`src/rtl/adder_pipe.sv`:
```
// Pipelined WIDTH-bit add/subtract unit: one SW-bit slice per stage, carries registered
// between stages, valid/ready handshake with a single global advance enable.
module adder_pipe #(
   parameter int WIDTH  = 32,
   parameter int STAGES = 4
) (
   input  logic             clk,
   input  logic             rst_n,
   input  logic             in_valid,
   output logic             in_ready,
   input  logic [WIDTH-1:0] din_one,
   input  logic [WIDTH-1:0] din_two,
   input  logic             cin,
   input  logic             sub,
   output logic             out_valid,
   input  logic             out_ready,
   output logic [WIDTH-1:0] sum,
   output logic             cout,
   output logic             ovf
);

   localparam int SW = WIDTH / STAGES;

   if (WIDTH % STAGES != 0) begin : g_bad_width
      $error("adder_pipe: WIDTH must be a multiple of STAGES");
   end

   function automatic logic [SW:0] slice_add(input logic [SW-1:0] x,
                                             input logic [SW-1:0] y,
                                             input logic          ci);
      return {1'b0, x} + {1'b0, y} + {{SW{1'b0}}, ci};
   endfunction

   // a^b^s at the MSB recovers the carry into the MSB; xor with carry-out gives overflow
   function automatic logic signed_ovf(input logic a_msb, input logic b_msb,
                                       input logic s_msb, input logic c_out);
      return a_msb ^ b_msb ^ s_msb ^ c_out;
   endfunction

   logic             adv;
   logic [WIDTH-1:0] stg_a [STAGES];
   logic [WIDTH-1:0] stg_b [STAGES];
   logic [WIDTH-1:0] stg_s [STAGES];
   logic             stg_c [STAGES];
   logic             stg_v [STAGES];
   logic [SW:0]      slice_r;

   logic [WIDTH-1:0] opa_d [STAGES];
   logic [WIDTH-1:0] opa_q [STAGES];
   logic [WIDTH-1:0] opb_d [STAGES];
   logic [WIDTH-1:0] opb_q [STAGES];
   logic [WIDTH-1:0] sum_d [STAGES];
   logic [WIDTH-1:0] sum_q [STAGES];
   logic [STAGES-1:0] cry_d, cry_q;
   logic [STAGES-1:0] vld_d, vld_q;
   logic             ovf_d, ovf_q;

   always_comb begin
      adv     = ~vld_q[STAGES-1] | out_ready;
      slice_r = '0;
      cry_d   = '0;
      vld_d   = '0;

      // entry conditioning: subtraction becomes A + ~B + ~cin
      stg_a[0] = din_one;
      stg_b[0] = sub ? ~din_two : din_two;
      stg_c[0] = sub ? ~cin : cin;
      stg_s[0] = '0;
      stg_v[0] = in_valid;
      for (int k = 1; k < STAGES; k++) begin
         stg_a[k] = opa_q[k-1];
         stg_b[k] = opb_q[k-1];
         stg_c[k] = cry_q[k-1];
         stg_s[k] = sum_q[k-1];
         stg_v[k] = vld_q[k-1];
      end

      for (int k = 0; k < STAGES; k++) begin
         slice_r  = slice_add(stg_a[k][k*SW +: SW], stg_b[k][k*SW +: SW], stg_c[k]);
         opa_d[k] = stg_a[k];
         opb_d[k] = stg_b[k];
         sum_d[k] = stg_s[k];
         sum_d[k][k*SW +: SW] = slice_r[SW-1:0];
         cry_d[k] = slice_r[SW];
         vld_d[k] = stg_v[k];
      end

      ovf_d = signed_ovf(opa_d[STAGES-1][WIDTH-1], opb_d[STAGES-1][WIDTH-1],
                         sum_d[STAGES-1][WIDTH-1], cry_d[STAGES-1]);
   end

   // every stage register moves together on adv, so stalls freeze carries and bubbles alike
   always_ff @(posedge clk) begin
      if (!rst_n) begin
         vld_q <= '0;
         cry_q <= '0;
         ovf_q <= 1'b0;
         for (int k = 0; k < STAGES; k++) begin
            sum_q[k] <= '0;
         end
      end else if (adv) begin
         vld_q <= vld_d;
         cry_q <= cry_d;
         ovf_q <= ovf_d;
         for (int k = 0; k < STAGES; k++) begin
            sum_q[k] <= sum_d[k];
         end
      end
   end

   always_ff @(posedge clk) begin
      if (adv) begin
         for (int k = 0; k < STAGES; k++) begin
            opa_q[k] <= opa_d[k];
            opb_q[k] <= opb_d[k];
         end
      end
   end

   assign in_ready  = adv;
   assign out_valid = vld_q[STAGES-1];
   assign sum       = sum_q[STAGES-1];
   assign cout      = cry_q[STAGES-1];
   assign ovf       = ovf_q;

endmodule

```
`config.mk`:
```
export PLATFORM = sky130hd
export DESIGN_NAME = adder_pipe
export DESIGN_NICKNAME = d
export VERILOG_FILES = /design/src/rtl/adder_pipe.sv
export SDC_FILE = /design/constraint.sdc
export NUM_CORES = 1
export LEC_CHECK = 0
export BUFFER_PORTS_ARGS = -buffer_cell sky130_fd_sc_hd__buf_4
export CORE_MARGIN = 2
export CORE_UTILIZATION = 57
export CTS_CLUSTER_SIZE = 40
export DETAILED_ROUTE_END_ITERATION = 16
export PLACE_DENSITY_LB_ADDON = 0.05
export SYNTH_ARGS = -nofsm -noshare
export SYNTH_HDL_FRONTEND = slang
export SYNTH_SLANG_ARGS = --single-unit
export TNS_END_PERCENT = 5
```
`constraint.sdc`:
```
create_clock -name clk -period 5.6 [get_ports clk]
set_clock_uncertainty 0.2 [all_clocks]
set_input_delay 0.84 -clock clk [delete_from_list [all_inputs] [get_ports clk]]
set_output_delay 0.84 -clock clk [all_outputs]
set_load 0.005 [all_outputs]
```
==> results.json, run 1 <==
{
  "outcome": "complete, no violations",
  "clk_pin_slew_ns": 0.06,
  "vias": 4351,
  "timing.final.crit_share": 0.686,
  "synth_top_area_share": 0.677,
  "dieArea_mm2": 0.0147,
  "setup-violations-final": 0,
  "critPathRequiredTime_ns": 4.56,
  "layout_commonest_cell": "edfxtp_1",
  "leakagePower_nw": 4.05,
  "yosysTopAreaCell": "edfxtp_1",
  "peakVddDrop_v": 0.000203,
  "crit_end": "in_ready",
  "initialDrtViolationCount": 416,
  "antenna_left": 0,
  "clk_latency_ns": 0.42,
  "cts_tree": "done",
  "cp_max_fo": 86,
  "ys_seq_area_frac": 0.700,
  "syn-num-nets": 613,
  "die_h_um": 121,
  "synth.avg_cell_area_um2": 15.4,
  "clockBufferDepth": 2,
  "htreeDepth": 4,
  "place_congestion": 0.777,
  "core_mm2": 0.0133,
  "drive_gt1_frac": 0.228,
  "nNetsFinal": 716,
  "hpwl_um": 7750,
  "cts_num_sinks": 185,
  "grt_start_max_net_pins": 87,
  "arrival_ns": 2.80,
  "viasPerCell": 5.45,
  "final_cell_mix": "176 x edfxtp_1, 107 x buf_4, 55 x and3_1",
  "power_density_mw_per_mm2": 357,
  "grt_pass1_vias": 4127,
  "synth_warnings": 0,
  "instances_no_fill": 799,
  "r2r_cells": 7,
  "drt-total-wl_um": 12300,
  "place_area_mm2": 0.00874,
  "grt_pass1_wl_um": 19600,
  "drc": 0,
  "grt.total_usage": 0.176,
  "ys_seq_elements": 185,
  "grt_overflow": 0,
  "cts-root-buf": "clkbuf_16",
  "fin_crit_ns": 3.84,
  "crit_path_end_kind": "output port",
  "r2r-end": "sum_q[2][22]$_SDFFCE_PN0P_",
  "diodes": 0,
  "synth.cell_area_mm2": 0.00781,
  "multi_input_area_mm2": 0.00221,
  "cts_setup_buffers": 0,
  "dieWidth_um": 121,
  "tightest_slew_ns": 1.07,
  "firstDrtPassIters": 5,
  "cp-startpoint": "out_ready",
  "start_kind": "input port",
  "r2r_slack_ns": 2.46,
  "area_growth_pct": 19.4,
  "fin_tns_setup_ns": 0,
  "slew_violations": 0,
  "fillers": 929,
  "antenna_found_initial": 0,
  "max_slew_margin": 0.287,
  "numCtsBuffers": 17,
  "ys_types": 42,
  "final_hold_viol_count": 0,
  "start_util": 0.587,
  "synth_area_leaders": "edfxtp_1 68%, ha_1 4.5%, and3_1 4.4%, xor2_1 3.9%, dfxtp_1 2.3%",
  "seq_area_mm2": 0.00547,
  "wl_per_cell_um": 15.4,
  "timing.rr.start": "vld_q[3]$_SDFFE_PN0P_",
  "maxCapViolCount": 0,
  "dp.cells": 767,
  "portBuffers": 105,
  "rsz0062_at_grt": "false",
  "min_path_type": "flip-flop to flip-flop",
  "path_class": "input port to output port",
  "stdcell_area_mm2": 0.00932,
  "ioPinCount": 106,
  "fmax_mhz": 260,
  "cts-hold-fix-buffers": 0,
  "rows": 42,
  "post_cts_resized": 0,
  "syn_inst": 507
}
metal layers:
layer / track usage / wire length [um] / vias to the layer above
met2: 0.302 / 6480 / 105
li1: - / - / 2117
met1: 0.213 / 5030 / 2111
met3: 0.0446 / 571 / 18
met5: 0 / 0 / -
met4: 0.0734 / 221 / 0
synthesized netlist by cell type, drive strengths merged:
master,instances
a211oi,6
a21boi,4
a21o,15
a21oi,14
a221oi,1
a31oi,4
and2,1
and2b,1
and3,55
buf,8
clkbuf,15
clkinv,1
dfxtp,9
edfxtp,176
fa,8
ha,28
inv,8
mux2i,2
nand2,14
nand2b,4
nand3,4
nand4b,3
nor2,18
nor2b,8
nor3,6
nor3b,9
nor4,1
o2111ai,1
o211a,1
o211ai,2
o21a,4
o21ai,21
o21bai,1
o31a,1
or3,6
or4,1
or4b,3
xnor2,8
xor2,35
power breakdown:
group	switching, mW	total (mW)	internal [mW]
logic	0.203	0.417	0.214
clock network	0.487	1.19	0.700
registers	0.0435	1.72	1.68
total	0.733	3.33	2.59
state kept, by name, indices dropped and copies added, names as in the netlist:
name / flops
sum_q: 80
ovf: 1
opa_q: 48
cry_q: 4
opb_q: 48
vld_q: 4
worst min-delay path by stage:
stage / startpoint / to / slack [ns] / depth (start not counted)
final: opb_q[1][25]$_DFFE_PP_ / opb_q[2][25]$_DFFE_PP_ / 0.22 / 0
after floorplan: opa_q[0][16]$_DFFE_PP_ / opa_q[1][16]$_DFFE_PP_ / 0.20 / 0
after CTS: opa_q[1][29]$_DFFE_PP_ / opa_q[2][29]$_DFFE_PP_ / 0.22 / 0
after global placement: opb_q[1][30]$_DFFE_PP_ / opb_q[2][30]$_DFFE_PP_ / 0.20 / 0
after global routing: opa_q[0][24]$_DFFE_PP_ / opa_q[1][24]$_DFFE_PP_ / 0.22 / 0
after detailed placement: opa_q[0][25]$_DFFE_PP_ / opa_q[1][25]$_DFFE_PP_ / 0.20 / 0
worst max-delay path, cell delays in order:
cell	delay [ns]
buf_4	0.11
nor2b_1	0.61
inv_6	0.39
buf_4	0.50
buf_4	0.27
final cells by class:
| cell class | count | share of cell area |
|---|---|---|
| Sequential cell | 185 | 0.586 |
| Multi-Input combinational cell | 290 | 0.237 |
| Timing Repair Buffer | 107 | 0.0862 |
| Clock buffer | 20 | 0.0468 |
| Tap cell | 176 | 0.0236 |
| Clock inverter | 12 | 0.0162 |
| Inverter | 9 | 0.00416 |
cell families after synthesis:
| kind of cell | synth area share |
|---|---|
| DFF | 0.700 |
| and+or+nand+nor | 0.101 |
| AOI/OAI and AO/OA | 0.0649 |
| xor gates and xnor gates | 0.0482 |
| adders and majority gates | 0.0654 |
| buffers and inverters | 0.0184 |
| muxes | 0.00256 |
stage by stage:
step | utilization | power (mW) | hold slack, ns | setup WS [ns]
detailed placement | 0.657 | 2.17 | 0.205 | 1.77
global route | 0.701 | 3.46 | 0.224 | 1.59
global placement | 0.657 | 2.15 | 0.201 | 1.88
CTS | 0.701 | 3.35 | 0.220 | 1.77
floorplan | - | 2.01 | 0.200 | 0.515
finish | 0.701 | 3.33 | 0.216 | 1.76
Note: power is estimated with default switching activity, not from simulation.
==> run 2: changes to the inputs <==
- clock period: 5.6 -> 3.9 ns (I/O delays scaled with it)
==> results.json, run 2 (synthesis gave the netlist of run 1 again) <==
{
  "grt.total_usage": 0.177,
  "largest-register": "sum_q",
  "crit_top_cell": "buf_4",
  "portBuffers": 105,
  "grt_overflow": 0,
  "peakVddDrop_v": 0.000337,
  "final_hold_viol_count": 0,
  "max_slew_margin": 0.323,
  "antenna_left": 0,
  "met2_wirelength_um": 6260,
  "fin_crit_ns": 2.76,
  "layout_commonest_cell": "edfxtp_1",
  "tightest_slew_ns": 1.02,
  "slew_violations": 0,
  "path_class": "flip-flop to output port",
  "final_util": 0.702,
  "viasPerCell": 5.46,
  "clkPwrFrac": 0.342,
  "core_mm2": 0.0133,
  "arrival_ns": 1.98,
  "post_cts_resized": 0,
  "drt-met1-wl_um": 4890,
  "firstDrtPassIters": 5,
  "rows": 42,
  "path_cells": "nor2b_1 > buf_4 > inv_6 > buf_4 > buf_4",
  "critPathRequiredTime_ns": 3.12,
  "r2r-end": "sum_q[2][22]$_SDFFCE_PN0P_",
  "timing.final.crit_share": 0.709,
  "fin_tns_setup_ns": 0,
  "path_delay_family": "buffers and inverters",
  "diodes": 0,
  "cp_max_fo": 69,
  "route.met3.wl_um": 545,
  "hpwl_um": 7820,
  "grt_pass1_wl_um": 19600,
  "numCtsBuffers": 17,
  "dieArea_mm2": 0.0147,
  "internal_power_mw": 3.63,
  "cts_tree": "done",
  "outcome": "complete, no violations",
  "critical_path_cell_count": 5,
  "top_regs": "sum_q: 80 flops, opa_q: 48 flops, opb_q: 48 flops",
  "clk_pin_slew_ns": 0.06,
  "cts-hold-fix-buffers": 0,
  "setup-violations-final": 0,
  "start_kind": "flip-flop",
  "initialDrtViolationCount": 311,
  "min_path_type": "input port to flip-flop",
  "critPathBufInv": 4,
  "power_density_mw_per_mm2": 500,
  "clockBufferDepth": 2,
  "antenna_found_initial": 0,
  "grt_pass1_vias": 4328,
  "combPwrFrac": 0.127,
  "crit_path_end_kind": "output port",
  "r2r_slack_ns": 1.28,
  "area_growth_pct": 19.5,
  "drive_gt1_frac": 0.236,
  "max_stage_delay_ns": 0.61,
  "rsz0062_at_grt": "false",
  "cts-root-buf": "clkbuf_16",
  "r2r_cells": 7,
  "vias": 4381,
  "seq_power_share": 0.531,
  "cp-startpoint": "vld_q[3]$_SDFFE_PN0P_",
  "swShare": 0.223,
  "place_congestion": 0.865,
  "crit_end": "in_ready",
  "dieWidth_um": 121,
  "start_util": 0.587,
  "top_layer_used": "met4",
  "leakagePower_nw": 4.07,
  "largest_register_ffs": 80,
  "clk_latency_ns": 0.42,
  "wl_per_cell_um": 15.2,
  "grt_start_max_net_pins": 96,
  "ioPinCount": 106,
  "htreeDepth": 4,
  "fmax_mhz": 362,
  "drc": 0,
  "slowest_stage": "buf_4",
  "final_cell_mix": "176 x edfxtp_1, 111 x buf_4, 55 x and3_1",
  "cts_setup_buffers": 0,
  "fillers": 892,
  "drt-total-wl_um": 12200,
  "die_h_um": 121,
  "power.switching_mw": 1.04,
  "timing.rr.start": "opa_q[1][16]$_DFFE_PP_",
  "nNetsFinal": 720,
  "maxCapViolCount": 0,
  "cts_num_sinks": 185
}
run 2: metrics by stage:
step                      setup WS (ns)  instances  instance area, um^2  hold slack (ns)  power [mW]
final                              1.14        803                 9330            0.134        4.66
after global routing               1.00        803                 9330            0.113        4.87
after CTS                          1.13        803                 9330            0.114        4.70
after detailed placement          0.746        771                 8770            0.205        3.11
after global placement            0.822        771                 8770            0.200        3.08
after floorplan                   0.503        507                 7810            0.200        2.89
run 2: cell type report:
cell class	count	area, um^2	area share
Clock buffer	24	502	0.0538
Timing Repair Buffer	111	833	0.0893
Sequential cell	185	5470	0.586
Clock inverter	8	62.6	0.00671
Tap cell	176	220	0.0236
Inverter	9	38.8	0.00416
Multi-Input combinational cell	290	2210	0.237
run 2: per-layer routing:
| metal | vias to the layer above | GRT usage |
|---|---|---|
| li1 | 2125 | - |
| met3 | 33 | 0.0442 |
| met5 | - | 0 |
| met1 | 2099 | 0.202 |
| met2 | 124 | 0.302 |
| met4 | 0 | 0.107 |
run 2: how the worst min path moves through the flow:
stage	cells after the start	startpoint	end
4_1_cts	1	din_one[17]	opa_q[0][17]$_DFFE_PP_
3_3_place_gp	0	opb_q[1][27]$_DFFE_PP_	opb_q[2][27]$_DFFE_PP_
5_1_grt	1	din_one[14]	opa_q[0][14]$_DFFE_PP_
2_1_floorplan	0	opa_q[0][16]$_DFFE_PP_	opa_q[1][16]$_DFFE_PP_
3_5_place_dp	0	opa_q[0][17]$_DFFE_PP_	opa_q[1][17]$_DFFE_PP_
6_report	1	din_one[14]	opa_q[0][14]$_DFFE_PP_
run 2: power by group through the flow:
stage	sequential [mW]	clock (mW)	combinational, mW
CTS	2.48	1.63	0.596
global placement	2.51	0	0.569
global route	2.49	1.71	0.666
detailed placement	2.52	0	0.589
floorplan	2.50	0	0.385
finish	2.47	1.60	0.593
==> run 3: changes to the inputs <==
- CORE_UTILIZATION: 57 -> 52
- clock period: 3.9 -> 2.51 ns (I/O delays scaled with it)
==> results.json, run 3 (synthesis gave the netlist of run 1 again) <==
{
  "outcome": "complete, no violations",
  "portBuffers": 105,
  "core_mm2": 0.0146,
  "combPwrFrac": 0.132,
  "fin_crit_ns": 2.43,
  "final_cell_mix": "176 x edfxtp_1, 121 x buf_4, 55 x and3_1",
  "totalPowerFinal_mw": 7.59,
  "slew_violations": 0,
  "top_regs": "sum_q: 80 flops, opa_q: 48 flops, opb_q: 48 flops",
  "critical_path_cell_count": 7,
  "path_class": "flip-flop to flip-flop",
  "cp-startpoint": "opb_q[1][16]$_DFFE_PP_",
  "start_kind": "flip-flop",
  "cts_tree": "done",
  "leakagePower_nw": 4.27,
  "r2r_slack_ns": 0.08,
  "timing.final.crit_share": 0.968,
  "path_delay_family": "adder cells",
  "swShare": 0.226,
  "largest_register_ffs": 80,
  "r2r-end": "sum_q[2][22]$_SDFFCE_PN0P_",
  "nNetsFinal": 757,
  "tightest_slew_ns": 0.497,
  "rows": 44,
  "rsz0062_at_grt": "true",
  "grt_start_max_net_pins": 48,
  "route.met3.wl_um": 521,
  "firstDrtPassIters": 4,
  "die_h_um": 127,
  "path_cells": "fa_2 > fa_2 > a21o_1 > a21o_1 > a21oi_2 > mux2i_1 > nand2_1",
  "numCtsBuffers": 17,
  "largest-register": "sum_q",
  "ioPinCount": 106,
  "clk_pin_slew_ns": 0.07,
  "htreeDepth": 4,
  "antenna_left": 0,
  "drc": 0,
  "diodes": 0,
  "timing.rr.start": "opb_q[1][16]$_DFFE_PP_",
  "peakVddDrop_v": 0.000462,
  "initialDrtViolationCount": 256,
  "start_util": 0.535,
  "grt_pass1_wl_um": 21300,
  "top_layer_used": "met4",
  "viasPerCell": 5.28,
  "power.switching_mw": 1.72,
  "antenna_found_initial": 0,
  "arrival_ns": 2.40,
  "cp_max_fo": 3,
  "wl_per_cell_um": 15.4,
  "grt.total_usage": 0.171,
  "drt-total-wl_um": 13100,
  "maxCapViolCount": 0,
  "seq_power_share": 0.506,
  "dp.cells": 791,
  "power_density_mw_per_mm2": 775,
  "crit_end": "sum_q[2][22]$_SDFFCE_PN0P_",
  "met2_wirelength_um": 6920,
  "drive_gt1_frac": 0.258,
  "area_growth_pct": 25.4,
  "internal_power_mw": 5.87,
  "instances_no_fill": 848,
  "drt-met1-wl_um": 5390,
  "critPathBufInv": 0,
  "clockBufferDepth": 2,
  "final_util": 0.671,
  "place_congestion": 0.823,
  "r2r_cells": 7,
  "cts-root-buf": "clkbuf_16",
  "grt_pass1_vias": 4474,
  "layout_commonest_cell": "edfxtp_1",
  "critPathRequiredTime_ns": 2.48,
  "clkPwrFrac": 0.361,
  "grt_overflow": 0,
  "hpwl_um": 8580,
  "place_area_mm2": 0.00890,
  "max_stage_delay_ns": 0.40,
  "slowest_stage": "edfxtp_1",
  "clk_latency_ns": 0.43,
  "final_hold_viol_count": 0,
  "max_slew_margin": 0.667,
  "min_path_type": "input port to flip-flop",
  "vias": 4476,
  "crit_path_end_kind": "flip-flop",
  "cts_num_sinks": 185,
  "dieArea_mm2": 0.0160,
  "stdcell_area_mm2": 0.00979,
  "dieWidth_um": 127,
  "fmax_mhz": 411,
  "setup-violations-final": 0
}
[run 3: cell types whose count changed in the layout (fill, tap and decap cells not counted), sizes merged]
cell and delta:
inv +7, clkbuf -7, clkinvlp -2, bufinv +3, dlygate4sd3 +24, buf +13, clkinv -1
[run 3: area by class of cell]
type / instances / area, um^2
flip-flops and latches: 185 / 5470
multi-input cells: 290 / 2240
repair buffers: 148 / 1210
fillers: 997 / 4790
well taps: 184 / 230
inverters: 9 / 38.8
clock inverters: 15 / 188
clock buffers: 17 / 425
[run 3: routing by layer]
layer	global-route usage	vias up
met5	0	-
met4	0.0718	0
met3	0.0392	19
met2	0.300	91
met1	0.205	2171
li1	-	2195
[run 3: timing repair]
item,CTS,global route
gates resized for setup,6,3
endpoints found under the setup margin,2,5
hold endpoints to repair,24,0
buffers inserted,0,1
hold buffers,24,0
pin swaps,1,4
[run 3: worst min path at each step]
stage	startpoint	end	slack [ns]	cells past startpoint
final	in_valid	vld_q[0]$_SDFFE_PN0P_	0.02	3
after global routing	din_two[23]	opb_q[0][23]$_DFFE_PP_	0.03	2
after CTS	in_valid	vld_q[0]$_SDFFE_PN0P_	0.005	3
after detailed placement	opa_q[0][22]$_DFFE_PP_	opa_q[1][22]$_DFFE_PP_	0.20	0
after global placement	opb_q[0][28]$_DFFE_PP_	opb_q[1][28]$_DFFE_PP_	0.20	0
after floorplan	opa_q[0][16]$_DFFE_PP_	opa_q[1][16]$_DFFE_PP_	0.20	0
[run 3: per-stage QoR]
step           setup TNS, ns  hold WS [ns]  worst slack (ns)
2_1_floorplan          -1.12         0.200            -0.415
3_3_place_gp          -0.173         0.200           -0.0862
3_5_place_dp          -0.530         0.205            -0.151
4_1_cts                    0       0.00528            0.0198
5_1_grt              -0.0692        0.0255           -0.0532
6_report                   0        0.0241            0.0795
[run 3: power by group through the flow]
stage / combinational [mW] / sequential [mW] / clock (mW)
detailed placement: 0.957 / 3.91 / 0
global placement: 0.923 / 3.90 / 0
finish: 1.00 / 3.84 / 2.74
global route: 1.12 / 3.88 / 2.93
floorplan: 0.599 / 3.89 / 0
CTS: 0.999 / 3.85 / 2.82
[run 3: worst reg2reg max path, stage by stage (launching register included)]
cell,delay [ns]
edfxtp_1,0.40
fa_2,0.39
fa_2,0.37
a21o_1,0.17
a21o_1,0.21
a21oi_2,0.16
mux2i_1,0.20
nand2_1,0.07
